## src/rtl/alu_pkg.sv

```systemverilog
// Shared definitions for the multi-cycle ALU:
// opcode values and FSM state encoding.
package alu_pkg;

  localparam logic [3:0] OP_ADD = 4'd0;
  localparam logic [3:0] OP_SUB = 4'd1;
  localparam logic [3:0] OP_AND = 4'd2;
  localparam logic [3:0] OP_OR  = 4'd3;
  localparam logic [3:0] OP_XOR = 4'd4;
  localparam logic [3:0] OP_NOT = 4'd5;
  localparam logic [3:0] OP_SHL = 4'd6;
  localparam logic [3:0] OP_SHR = 4'd7;
  localparam logic [3:0] OP_MUL = 4'd8;
  localparam logic [3:0] OP_DIV = 4'd9;

  typedef enum logic [1:0] {
    IDLE,
    EXEC,
    ITER
  } state_t;

endpackage

```

## src/rtl/alu_iter_unit.sv

```systemverilog
// Iterative MUL/DIV datapath: shift-add multiply and restoring divide,
// one step per cycle; result/flag show the value the final step will write.
import alu_pkg::*;

module alu_iter_unit #(
  parameter int WIDTH = 4
) (
  input  logic             clock,
  input  logic             reset,
  input  logic             go,
  input  logic             is_div,
  input  logic [WIDTH-1:0] a,
  input  logic [WIDTH-1:0] b,
  output logic             finish,
  output logic [WIDTH-1:0] result,
  output logic             flag
);

  localparam int CW = $clog2(WIDTH + 1);
  localparam logic [CW-1:0] LAST = CW'(WIDTH - 1);

  logic                 active;
  logic                 div_r;
  logic [CW-1:0]        cnt;
  logic [2*WIDTH-1:0]   acc;
  logic [2*WIDTH-1:0]   mcand;
  logic [2*WIDTH-1:0]   acc_n;
  logic [WIDTH-1:0]     mplier;
  logic [WIDTH-1:0]     rem;
  logic [WIDTH-1:0]     quo;
  logic [WIDTH-1:0]     dvs;
  logic [WIDTH-1:0]     rem_n;
  logic [WIDTH-1:0]     quo_n;
  logic [WIDTH:0]       trial;

  // One multiply step and one restoring-divide step from current state.
  always_comb begin
    acc_n = mplier[0] ? acc + mcand : acc;
    trial = {rem, quo[WIDTH-1]} - {1'b0, dvs};
    if (!trial[WIDTH])
      rem_n = trial[WIDTH-1:0];
    else
      rem_n = {rem[WIDTH-2:0], quo[WIDTH-1]};
    quo_n = {quo[WIDTH-2:0], ~trial[WIDTH]};
  end

  assign finish = active & (cnt == LAST);
  assign result = div_r ? quo_n : acc_n[WIDTH-1:0];
  assign flag   = div_r ? (dvs == '0)
                        : (|acc_n[2*WIDTH-1:WIDTH]);

  // Load operands on go, then iterate until the last step is taken.
  always_ff @(posedge clock) begin
    if (reset) begin
      active <= 1'b0;
      div_r  <= 1'b0;
      cnt    <= '0;
      acc    <= '0;
      mcand  <= '0;
      mplier <= '0;
      rem    <= '0;
      quo    <= '0;
      dvs    <= '0;
    end else if (go) begin
      active <= 1'b1;
      div_r  <= is_div;
      cnt    <= '0;
      acc    <= '0;
      mcand  <= {{WIDTH{1'b0}}, a};
      mplier <= b;
      rem    <= '0;
      quo    <= a;
      dvs    <= b;
    end else if (active) begin
      acc    <= acc_n;
      mcand  <= {mcand[2*WIDTH-2:0], 1'b0};
      mplier <= {1'b0, mplier[WIDTH-1:1]};
      rem    <= rem_n;
      quo    <= quo_n;
      cnt    <= cnt + CW'(1);
      if (finish)
        active <= 1'b0;
    end
  end

endmodule

```

## src/rtl/alu_multicycle.sv

```systemverilog
// Registered ALU with start/busy/done handshake; single-cycle ops
// complete in one cycle, MUL/DIV run through alu_iter_unit.
import alu_pkg::*;

module alu_multicycle #(
  parameter int WIDTH = 4
) (
  input  logic             clock,
  input  logic             reset,
  input  logic             start,
  input  logic [WIDTH-1:0] A,
  input  logic [WIDTH-1:0] B,
  input  logic [3:0]       aluOpcode,
  output logic             busy,
  output logic             done,
  output logic [WIDTH-1:0] aluResult,
  output logic             Zero,
  output logic             Carry
);

  state_t           state;
  state_t           state_n;
  logic             done_r;
  logic [WIDTH-1:0] res_r;
  logic             zero_r;
  logic             carry_r;

  logic [WIDTH:0]   sum;
  logic [WIDTH:0]   dif;
  logic [WIDTH-1:0] sc_res;
  logic             sc_c;
  logic             is_iter;

  logic             go;
  logic             load;
  logic [WIDTH-1:0] nxt_res;
  logic             nxt_c;

  logic             finish;
  logic [WIDTH-1:0] it_res;
  logic             it_flag;

  assign sum     = {1'b0, A} + {1'b0, B};
  assign dif     = {1'b0, A} - {1'b0, B};
  assign is_iter = (aluOpcode == OP_MUL) | (aluOpcode == OP_DIV);

  // Single-cycle results straight from the inputs at accept.
  always_comb begin
    sc_res = '0;
    sc_c   = 1'b0;
    case (aluOpcode)
      OP_ADD: begin
        sc_res = sum[WIDTH-1:0];
        sc_c   = sum[WIDTH];
      end
      OP_SUB: begin
        sc_res = dif[WIDTH-1:0];
        sc_c   = dif[WIDTH];
      end
      OP_AND: sc_res = A & B;
      OP_OR:  sc_res = A | B;
      OP_XOR: sc_res = A ^ B;
      OP_NOT: sc_res = ~A;
      OP_SHL: begin
        sc_res = {A[WIDTH-2:0], 1'b0};
        sc_c   = A[WIDTH-1];
      end
      OP_SHR: begin
        sc_res = {1'b0, A[WIDTH-1:1]};
        sc_c   = A[0];
      end
      default: begin
        sc_res = '0;
        sc_c   = 1'b0;
      end
    endcase
  end

  alu_iter_unit #(
    .WIDTH (WIDTH)
  ) u_iter (
    .clock  (clock),
    .reset  (reset),
    .go     (go),
    .is_div (aluOpcode == OP_DIV),
    .a      (A),
    .b      (B),
    .finish (finish),
    .result (it_res),
    .flag   (it_flag)
  );

  // Next state and result-load decision; done follows load by one edge.
  always_comb begin
    state_n = state;
    go      = 1'b0;
    load    = 1'b0;
    nxt_res = '0;
    nxt_c   = 1'b0;
    unique case (state)
      IDLE: begin
        if (start && !done_r) begin
          if (is_iter) begin
            state_n = ITER;
            go      = 1'b1;
          end else begin
            state_n = EXEC;
            load    = 1'b1;
            nxt_res = sc_res;
            nxt_c   = sc_c;
          end
        end
      end
      EXEC: state_n = IDLE;
      ITER: begin
        if (finish) begin
          state_n = IDLE;
          load    = 1'b1;
          nxt_res = it_res;
          nxt_c   = it_flag;
        end
      end
      default: state_n = IDLE;
    endcase
  end

  // State and output registers; flags are rewritten with every result.
  always_ff @(posedge clock) begin
    if (reset) begin
      state   <= IDLE;
      done_r  <= 1'b0;
      res_r   <= '0;
      zero_r  <= 1'b0;
      carry_r <= 1'b0;
    end else begin
      state  <= state_n;
      done_r <= load;
      if (load) begin
        res_r   <= nxt_res;
        zero_r  <= (nxt_res == '0);
        carry_r <= nxt_c;
      end
    end
  end

  assign busy      = (state != IDLE) | done_r;
  assign done      = done_r;
  assign aluResult = res_r;
  assign Zero      = zero_r;
  assign Carry     = carry_r;

endmodule

```

## config.mk

```make
export PLATFORM = sky130hd
export DESIGN_NAME = alu_multicycle
export DESIGN_NICKNAME = d
export VERILOG_FILES = /design/src/rtl/alu_pkg.sv /design/src/rtl/alu_iter_unit.sv /design/src/rtl/alu_multicycle.sv
export SDC_FILE = /design/constraint.sdc
export NUM_CORES = 1
export LEC_CHECK = 0
export ABC_AREA = 1
export CORE_UTILIZATION = 40
export CTS_CLUSTER_SIZE = 20
export DETAILED_ROUTE_END_ITERATION = 8
export PLACE_DENSITY_LB_ADDON = 0.1
export SETUP_SLACK_MARGIN = 0.02
export SLEW_MARGIN = 30
export SYNTH_ARGS = -nofsm -noshare
export SYNTH_HDL_FRONTEND = slang
export SYNTH_SLANG_ARGS = --single-unit
```

## constraint.sdc

```tcl
create_clock -name clock -period 3 [get_ports clock]
set_input_delay 0.6 -clock clock [delete_from_list [all_inputs] [get_ports clock]]
set_output_delay 0.6 -clock clock [all_outputs]
set_load 0.05 [all_outputs]
```

# After elaboration in Yosys (flattened, before gate mapping)
# Index checks and enable logic that the tools add are counted.
# Widths: inputs -> output; s select.
totals:
  register_bits: 46
  input_bits: 15
  out_inout_bits: 8
  elab_cells: 86
classes:
  n_addsub: 5
  eq_ne: 13
  n_mux: 34
  bitwise: 8
  n_reduce_logical: 11
op_table:
  columns: ["operator", "count"]
  rows:
  - ["$mux 4", 11]
  - ["$pmux 4 s8", 1]
  - ["$eq 4x3->1 const B", 4]
  - ["$mux 1", 13]
  - ["$logic_not 4->1", 3]
  - ["$add 8x8->8", 1]
  - ["$eq 4x2->1 const B", 2]
  - ["$eq 4x4->1 const B", 2]
  - ["$mux 8", 1]
  - ["$pmux 4 s2", 1]
  - ["$mux 2", 3]
  - ["$add 4x4->5", 1]
  - ["$sub 4x4->5", 1]
  - ["$sub 5x4->5", 1]
  - ["$and 4x4->4", 1]
  - ["$eq 4x1->1 const B", 1]
  - ["$ne 2x2->1 const B", 2]
  - ["$not 4->4", 1]
  - ["$or 4x4->4", 1]
  - ["$pmux 1 s2", 2]
  - ["$pmux 1 s4", 1]
  - ["$pmux 2 s2", 1]
  - ["$reduce_bool 2->1", 2]
  - ["$reduce_or 4->1", 1]
  - ["12 further kinds", 13]

# Depth between registers and ports, before layout
# Gate-level depths: netlist of run 1.
logic_depth:
  ltp_word: 6
  depth_mapped: 17
  depth_no_buf: 17

# Cells and area by module
# From an unflattened synthesis of run 1, not the netlist that was laid out.
hier_totals:
  hier_cells: 500
  hier_area_um2: 3313.2
modules_own_cells:
  columns: ["mod", "n_inst", "cells_per_inst", "area_each_um2"]
  rows:
  - ["alu_iter_unit", 1, 314, 2207.1]
  - ["alu_multicycle", 1, 186, 1106.1]

# Least setup slack after synthesis of run 1
# Ideal clock, no wire load.
synth_timing:
  path_kind: "input to register"
  startpoint: "input port A[0]"
  endpoint: "register zero_r, in the netlist Zero"
  arrival_ps: 1963
  required_time_ps: 2941
  path_slack_ps: 978
  cell_stages: 15
  n_path_buf: 0
  cell_sequence: "inv_1 -> ha_1 -> inv_1 -> fa_1 -> nor2_1 -> nor2_1 -> nand2_1 -> nand2_1 -> nor2_1 -> nand2_1 -> nand2_1 -> nand3_2 -> nor2_1 -> nand3_1 -> nand2_1"
synth_via:
  elab_chain_cells: 6
  word_cells_on_any_way: 11
  cone_classes: "2 x add/sub; 4 x mux; 4 x bitwise; 1 x reduce/logical"
synth_lines:
  columns: ["element", "line_no", "source"]
  rows:
  - ["start: declaration", "alu_multicycle.sv:11", "input logic [WIDTH-1:0] A,"]
  - ["$sub 4x4->5 (tied with other cells)", "alu_multicycle.sv:44", "assign dif = {1'b0, A} - {1'b0, B};"]
  - ["$pmux 4 s8 (*)", "alu_multicycle.sv:51", "case (aluOpcode)"]
  - ["$mux 4 (*)", "alu_multicycle.sv:103", "if (is_iter) begin"]
  - ["$mux 4 (*)", "alu_multicycle.sv:102", "if (start && !done_r) begin"]
  - ["$pmux 4 s2 (*)", "alu_multicycle.sv:100", "unique case (state)"]
  - ["$logic_not 4->1 (*)", "alu_multicycle.sv:140", "zero_r <= (nxt_res == '0);"]
  - ["end signal: assignment", "alu_multicycle.sv:140", null]
  - ["end: declaration", "alu_multicycle.sv:25", "logic zero_r;"]
# Every way passes the cells marked *; elsewhere a longest branch is shown, timed or not.
# A chain may end at the register's enable or synchronous reset.

# Final worst setup path of run 1
layout_timing:
  startpoint: "input port B[0]"
  endpoint: "register zero_r, in the netlist Zero"
layout_via:
  elab_chain_cells: 6
  word_cells_on_any_way: 10
  cone_classes: "2 x add/sub; 4 x mux; 3 x bitwise; 1 x reduce/logical"
layout_lines:
  columns: ["element", "line_no", "source"]
  rows:
  - ["start: declaration", "alu_multicycle.sv:12", "input logic [WIDTH-1:0] B,"]
  - ["$sub 4x4->5 (tied with other cells)", "alu_multicycle.sv:44", null]
  - ["$pmux 4 s8 (*)", "alu_multicycle.sv:51", null]
  - ["$mux 4 (*)", "alu_multicycle.sv:103", null]
  - ["$mux 4 (*)", "alu_multicycle.sv:102", null]
  - ["$pmux 4 s2 (*)", "alu_multicycle.sv:100", null]
  - ["$logic_not 4->1 (*)", "alu_multicycle.sv:140", null]
# Marked as above.

==> results.tsv, run 1 <==
stage	metric	value	unit
run_status	result of the run	completed	
cts	CTS tree	yes	
detailed_routing	total iterations of the first detailed-routing run	4	
pwr	leakage power	1.696	nW
global_route	global route total overflow	0	
place	Detail Placement HPWL	5.964	mm
worst_setup_path	type of element launching the critical path	input pin	
logic_synthesis	post-synthesis sequential area ratio	29.22	%
logic_synthesis	post-synthesis instance area	3152	um2
cells_and_area	layout overhead on the synthesized area	14.29	%
sta	Max Slew Vio Count	0	
sta	time the worst path needs with I/O delays and setup	2420	ps
worst_setup_path	critical path capture point type	flip-flop	
logic_synthesis	Post-Synthesis Mean Instance Area	6.720	um2
cts	buffers inserted by post-CTS timing repair	0	
cts	count of H-tree levels built during CTS	2	
sta	Final Hold Violating Endpoints	0	
cells_and_area	net count of the finished layout	538	
logic_synthesis	share of synthesized area spent on multiplexers	0	%
global_route	first-pass GRT wire length	13.26	mm
sta	actual slew at the worst max-slew pin	492.7	ps
worst_setup_path	worst r2r src	u_iter.mcand[0]$_SDFFE_PP0P_	
floorplan	die span in x	90.77	um
worst_setup_path	crit-path cells	clkdlybuf4s50_1, ha_1, inv_1, fa_1, or2_1, nand3_1, nand2_1, nor2_1, nand2_1, nand2_1, nand3_2, nor2_1, nand3_1, nand2_1	
detailed_routing	total wirelength of the detailed-routed design	7.646	mm
sta	period utilization	80.68	%
global_route	number of antenna violations at the first check in global routing	0	
floorplan	I/O pin total	23	
sta	number of setup violations in the final report	0	
logic_synthesis	Ys Warns	0	
cts	total number of clock tree sinks	46	
logic_synthesis	fraction of the mapped netlist area in compound gates	15.52	%
floorplan	# rows	32	
logic_synthesis	simple-gate portion of the synthesized area	31.76	%
detailed_routing	average wire per cell in the routed design	12.81	um
cts	clock latency of the later-clocked register in the worst-skew pair	310	ps
floorplan	floorplan die area	8238	um2
detailed_routing	remaining number of nets flagged by the antenna check after routing	0	
global_route	vias in the first global route	2882	
cells_and_area	antenna cell count	0	
cts	number of buffers between clock root and the deepest sink	2	
worst_setup_path	capture instance of the worst register-to-register path	Carry$_SDFFE_PP0P_	
floorplan	height of the die	90.77	um
sta	maximum achievable frequency	413.2	MHz
worst_setup_path	length in cells of the worst reg-to-reg path	17	
pwr	total power per unit cell area	386.1	nW/um2
worst_setup_path	critical path's largest stage delay	510	ps
sta	max-slew headroom at the worst pin	67.05	%
logic_synthesis	number of different library cells in the post-synthesis netlist	34	
sta	setup clock skew after layout	8.170	ps
logic_synthesis	Synth Area in XOR/XNOR	0.8337	%
cts	post-CTS clock slew at the launch and capture registers of the worst setup and hold paths	90	ps
place	number of buffers inserted by port buffering	22	
hold_path	hold path endpoint	Zero$_SDFFE_PP0P_	
floorplan	starting density of the core	41.00	%
cells_and_area	area of the multi-input gates	1909	um2
sta	unrepaired setup endpoints after global routing	false	
worst_setup_path	Buffers & Inverters on Critical Path	2	
logic_synthesis	Synth top area share	29.22	%
pwr	peak supply drop	0.0001549	V
sta	sum of negative setup slack	0	ps
cells_and_area	count of filler cells inserted in the layout	827	
logic_synthesis	Seq cells post-synth	46	
worst_setup_path	top fanout value on the critical path	3	
worst_setup_path	slowest library cell on the worst path	clkdlybuf4s50_1	
global_route	largest net degree at the start of global routing	27	
logic_synthesis	post-synthesis instance total	469	
detailed_routing	number of DRC violations after detailed routing	0	
logic_synthesis	cell type contributing the most total cell area after synthesis	dfxtp_1	
worst_setup_path	category of the critical setup timing path	in -> reg	
worst_setup_path	cell seen most often among critical-path stages	nand2_1	
cts	count of hold-fix buffers inserted at cts	0	
worst_setup_path	crit-path leading delay family	simple AND/OR/NAND/NOR gates	
cts	number of gates resized after CTS	0	
run	max capacitance violation total	0	
floorplan	area of the placeable core	7687	um2
worst_setup_path	worst path required time	3260	ps
logic_synthesis	Net Count, Synth	513	
logic_synthesis	adder-cell area share of the yosys netlist	12.47	%
worst_setup_path	Arr. time, crit path	2680	ps
logic_synthesis	largest family of logic cells by synthesized area	simple AND/OR/NAND/NOR gates	
logic_synthesis	top post-synthesis cells by area	dfxtp_1 (29%), nand2_1 (13%), ha_1 (9.9%)	
detailed_routing	iteration-0 DRC count of the detailed router	139	
cells_and_area	fraction of layout instances using a drive strength above 1	7.879	%
hold_path	type of the worst min-delay path	reg -> reg	
worst_setup_path	launch point of the worst path	B[0]	
cells_and_area	share of the core filled with cells	46.86	%
global_route	global router's overall resource usage	19.95	%
cts	master cell of the clock root buffer	clkbuf_8	
place	global placer's final weighted congestion	0.8812	
detailed_routing	via total after detailed routing	3000	
cells_and_area	area of all sequential standard cells	920.9	um2
hold_path	number of cells on the worst hold path	2	
detailed_routing	Via density	5.025	
cts	Num CTS Buffers	5	
hold_path	hold path startpoint	Zero$_SDFFE_PP0P_	
worst_setup_path	slack of the worst reg-to-reg path	840	ps
[metrics by stage]
stage	total power, mW	std cells	worst slack [ps]	hold slack [ps]	area (um2)
floorplan	0.8314	469	977.5	443.9	3152
global placement	0.9190	589	321.8	442.1	3490
detailed placement	0.9207	589	270.4	452.0	3490
CTS	1.404	597	593.4	467.5	3602
global route	1.460	597	379.1	492.7	3602
finish	1.391	597	579.6	464.3	3602
[worst register-to-register path, cell delays in order, from the launching register on]
cell	delay, ps
dfxtp_1	400
ha_1	210
inv_1	70
fa_1	370
inv_1	80
nand2_1	60
nand2_1	80
nand3_1	100
nand2_1	70
nand2_1	40
nand3_1	60
nand2_1	70
nor2_1	120
nand2_1	80
nand2_1	80
nand2_1	50
nand2_1	60
nand2_1	50
[metal layers]
layer  wire length (um)  GRT usage [%]  share of wire (%)
met2               3366          32.58                 44
met5                  0              0                  0
met4                142          6.720                1.9
met3                270          2.694                3.5
met1               3866          26.90                 51
[cell usage after synthesis]
| cell | number |
|---|---|
| a21oi_1 | 30 |
| a21oi_2 | 1 |
| a221oi_1 | 3 |
| a31oi_1 | 1 |
| buf_1 | 1 |
| buf_2 | 2 |
| buf_4 | 2 |
| clkbuf_1 | 3 |
| dfxtp_1 | 46 |
| fa_1 | 4 |
| ha_1 | 25 |
| inv_1 | 66 |
| inv_2 | 9 |
| nand2_1 | 107 |
| nand2_2 | 3 |
| nand3_1 | 35 |
| nand3_2 | 3 |
| nand3b_1 | 4 |
| nand4_1 | 1 |
| nor2_1 | 54 |
| nor2_2 | 3 |
| nor2_4 | 5 |
| nor2_8 | 1 |
| nor3_4 | 1 |
| o211ai_1 | 8 |
| o21a_1 | 1 |
| o21ai_0 | 26 |
| o21ai_1 | 7 |
| o21bai_1 | 1 |
| o22ai_1 | 8 |
| o31ai_1 | 1 |
| or2_1 | 3 |
| or2_2 | 1 |
| xnor2_1 | 3 |
[worst max path at each step]
stage / end / slack [ps] / cells after the start
2_1_floorplan: Zero$_SDFFE_PP0P_ / 980 / 15
3_3_place_gp: Zero$_SDFFE_PP0P_ / 320 / 14
3_5_place_dp: Zero$_SDFFE_PP0P_ / 270 / 14
4_1_cts: Zero$_SDFFE_PP0P_ / 590 / 14
5_1_grt: Zero$_SDFFE_PP0P_ / 380 / 16
6_report: Zero$_SDFFE_PP0P_ / 580 / 14
[where the power goes]
group	total, mW	switching [mW]	internal (mW)
Clock	0.484	0.234	0.250
Sequential	0.641	0.0136	0.628
Combinational	0.266	0.172	0.0935
Total	1.39	0.420	0.971
[cell type report]
type                    instances  area share, %
clock buffers                   5          1.910
flip-flops and latches         46          25.56
inverters                      75          7.815
well taps                     102          3.543
repair buffers                 26          6.947
clock inverters                 3          1.216
multi-input cells             340          53.00
[state kept, by name (all words and copies together), names as in the netlist]
name / flops
u_iter.mplier: 4
u_iter.rem: 4
state: 2
Zero: 1
Carry: 1
u_iter.acc: 8
done: 1
u_iter.dvs: 4
u_iter.mcand: 8
aluResult: 4
u_iter.cnt: 3
u_iter.quo: 4
u_iter.active: 1
u_iter.div_r: 1
[cells by family (layout without fill, tap and decap cells)]
kind of cell | count (synthesis) | count (layout)
xor+xnor | 3 | 3
simple gates | 221 | 221
flops | 46 | 46
buf+inv | 83 | 109
compound gates | 87 | 87
fa+ha+maj | 29 | 29
[cells in the final DEF, fill, tap and decap left out, types with 4 or more instances in the layout]
master and count:
nor2_4 5, o21ai_0 26, o211ai_1 8, a21oi_1 30, clkbuf_8 5, o21ai_1 7, nand2_1 107, inv_2 9
inv_1 66, dfxtp_1 46, nand3b_1 4, buf_4 4, fa_1 4, o22ai_1 8, clkdlybuf4s50_1 22, nor2_1 54
nand3_1 35, ha_1 25
(Power assumes the default switching activity.)
==> inputs of run 2 (changes only) <==
==> constraint.sdc (replaced) <==
create_clock -name clock -period 2.47 [get_ports clock]
set_input_delay 0.494 -clock clock [delete_from_list [all_inputs] [get_ports clock]]
set_output_delay 0.494 -clock clock [all_outputs]
set_load 0.05 [all_outputs]
==> results.tsv, run 2 (synthesis results as in run 1) <==
stage	metric	value	unit
cts	count of hold-fix buffers inserted at cts	0	
place	Cell Area, Placed	3565	um2
worst_setup_path	top fanout value on the critical path	2	
floorplan	floorplan die area	8238	um2
worst_setup_path	destination of the critical timing path	Zero$_SDFFE_PP0P_	
cts	clock latency of the later-clocked register in the worst-skew pair	290	ps
cts	Num CTS Buffers	5	
cts	count of H-tree levels built during CTS	2	
pwr	peak supply drop	0.0002200	V
detailed_routing	Via density	4.932	
place	Worst Setup Slack post-DPL	-118.6	ps
global_route	number of antenna violations at the first check in global routing	0	
cells_and_area	final instance area	3657	um2
detailed_routing	total length of routed met3 wires	165	um
cts	number of buffers between clock root and the deepest sink	2	
place	Detail Placement HPWL	6.149	mm
detailed_routing	via total after detailed routing	2994	
cells_and_area	most frequent standard cell in the layout excluding fill and tap cells	nand2_1	
detailed_routing	topmost layer with routed signal wires	met4	
cells_and_area	fraction of layout instances using a drive strength above 1	9.901	%
cells_and_area	registers with the most flip-flops	u_iter.acc (8), u_iter.mcand (8)	
worst_setup_path	category of the critical setup timing path	in -> reg	
cts	CTS tree	yes	
detailed_routing	iteration-0 DRC count of the detailed router	126	
sta	period utilization	92.17	%
cts	post-CTS clock slew at the launch and capture registers of the worst setup and hold paths	90	ps
cells_and_area	net count of the finished layout	549	
worst_setup_path	Arr. time, crit path	2520	ps
floorplan	# rows	32	
sta	Setup WS post-layout	193.3	ps
detailed_routing	number of DRC violations after detailed routing	0	
cells_and_area	count of filler cells inserted in the layout	803	
sta	unrepaired setup endpoints after global routing	true	
global_route	first-pass GRT wire length	13.67	mm
global_route	global router's overall resource usage	20.50	%
worst_setup_path	critical path capture point type	flip-flop	
cts	master cell of the clock root buffer	clkbuf_8	
floorplan	starting density of the core	41.00	%
global_route	vias in the first global route	2950	
cells_and_area	most frequent cells in the layout	nand2_1 (107), inv_1 (66), nor2_1 (54)	
worst_setup_path	launch point of the worst path	B[0]	
worst_setup_path	critical path's largest stage delay	480	ps
worst_setup_path	slowest library cell on the worst path	clkdlybuf4s50_1	
floorplan	area of the placeable core	7687	um2
worst_setup_path	type of element launching the critical path	input pin	
worst_setup_path	cell seen most often among critical-path stages	nand2_1	
worst_setup_path	crit-path cells	clkdlybuf4s50_1, ha_2, inv_1, fa_1, or2_1, nand3_1, nand2_1, nor2_1, nand2_1, nand2_1, nand3_2, nor2_1, nand3_1, nand2_1	
worst_setup_path	capture instance of the worst register-to-register path	Carry$_SDFFE_PP0P_	
place	number of buffers inserted by port buffering	22	
sta	number of setup violations in the final report	0	
place	global placer's final weighted congestion	0.9191	
pwr	total power per unit cell area	427.5	nW/um2
run_status	result of the run	completed	
worst_setup_path	slack of the worst reg-to-reg path	300	ps
sta	actual slew at the worst max-slew pin	501.0	ps
detailed_routing	met2 routed wirelength	3.534	mm
floorplan	die span in x	90.77	um
cells_and_area	antenna cell count	0	
detailed_routing	total wirelength of the detailed-routed design	7.710	mm
detailed_routing	total iterations of the first detailed-routing run	4	
sta	max-slew headroom at the worst pin	66.49	%
detailed_routing	average wire per cell in the routed design	12.70	um
sta	maximum achievable frequency	439.2	MHz
sta	Max Slew Vio Count	0	
cells_and_area	layout overhead on the synthesized area	16.04	%
floorplan	I/O pin total	23	
cts	total number of clock tree sinks	46	
sta	setup clock skew after layout	3.582	ps
global_route	global route total overflow	0	
pwr	leakage power	1.726	nW
sta	Final Hold Violating Endpoints	0	
detailed_routing	Post-Route M1 WL	3.961	mm
detailed_routing	remaining number of nets flagged by the antenna check after routing	0	
global_route	largest net degree at the start of global routing	19	
floorplan	height of the die	90.77	um
worst_setup_path	worst r2r src	u_iter.mcand[0]$_SDFFE_PP0P_	
hold_path	type of the worst min-delay path	reg -> reg	
run	max capacitance violation total	0	
worst_setup_path	worst path required time	2710	ps
worst_setup_path	length in cells of the worst reg-to-reg path	17	
sta	time the worst path needs with I/O delays and setup	2277	ps
==> run 2: worst min-delay path by stage <==
| stage | from | to | slack, ps | depth (start not counted) |
|---|---|---|---|---|
| 6_report | Carry$_SDFFE_PP0P_ | Carry$_SDFFE_PP0P_ | 460 | 2 |
| 5_1_grt | Zero$_SDFFE_PP0P_ | Zero$_SDFFE_PP0P_ | 480 | 2 |
| 4_1_cts | Carry$_SDFFE_PP0P_ | Carry$_SDFFE_PP0P_ | 460 | 2 |
| 3_5_place_dp | Zero$_SDFFE_PP0P_ | Zero$_SDFFE_PP0P_ | 440 | 2 |
| 3_3_place_gp | Carry$_SDFFE_PP0P_ | Carry$_SDFFE_PP0P_ | 440 | 2 |
| 2_1_floorplan | u_iter.cnt[1]$_SDFFE_PP0P_ | u_iter.cnt[1]$_SDFFE_PP0P_ | 440 | 2 |
==> run 2: area by class of cell <==
type | count | area (um2) | share of cell area, %
inverters | 75 | 281.5 | 7.698
well taps | 102 | 127.6 | 3.490
clock buffers | 6 | 72.57 | 1.984
clock inverters | 1 | 7.507 | 0.2053
flip-flops and latches | 46 | 920.9 | 25.18
multi-input cells | 340 | 1914 | 52.34
repair buffers | 37 | 332.8 | 9.100
==> run 2: power by group <==
group | switching [mW] | internal [mW]
Sequential | 0.0154 | 0.762
Clock | 0.253 | 0.195
Combinational | 0.213 | 0.125
Total | 0.482 | 1.08
==> run 2: per-layer routing <==
metal  global-route usage (%)  vias to the layer above
li1                         -                     1583
met1                    28.00                     1369
met2                    33.90                       38
met3                    2.862                        4
met4                    4.973                        0
met5                        0                        -
==> run 2: metrics by stage <==
| stage | hold slack [ps] | setup TNS [ps] | power [mW] | util (%) | std cells |
|---|---|---|---|---|---|
| floorplan | 443.9 | 0 | 1.010 | - | 469 |
| global placement | 441.9 | -195.5 | 1.130 | 46.37 | 599 |
| detailed placement | 444.8 | -294.1 | 1.131 | 46.37 | 599 |
| CTS | 460.1 | 0 | 1.579 | 47.41 | 606 |
| global route | 482.6 | 0 | 1.656 | 47.57 | 607 |
| finish | 460.9 | 0 | 1.563 | 47.57 | 607 |
==> run 2: repair_timing <==
action / CTS / global route
buffers inserted: 0 / 1
resized for setup: 0 / 2
endpoints found under the setup margin: 0 / 3
endpoints found under the hold margin: 0 / 0
==> run 2: critical path, delay by kind of cell <==
kind / cells / cell delay [ps]
adder cells (fa/ha/maj): 2 / 550
buffers and inverters: 2 / 540
AND/OR/NAND/NOR: 10 / 930
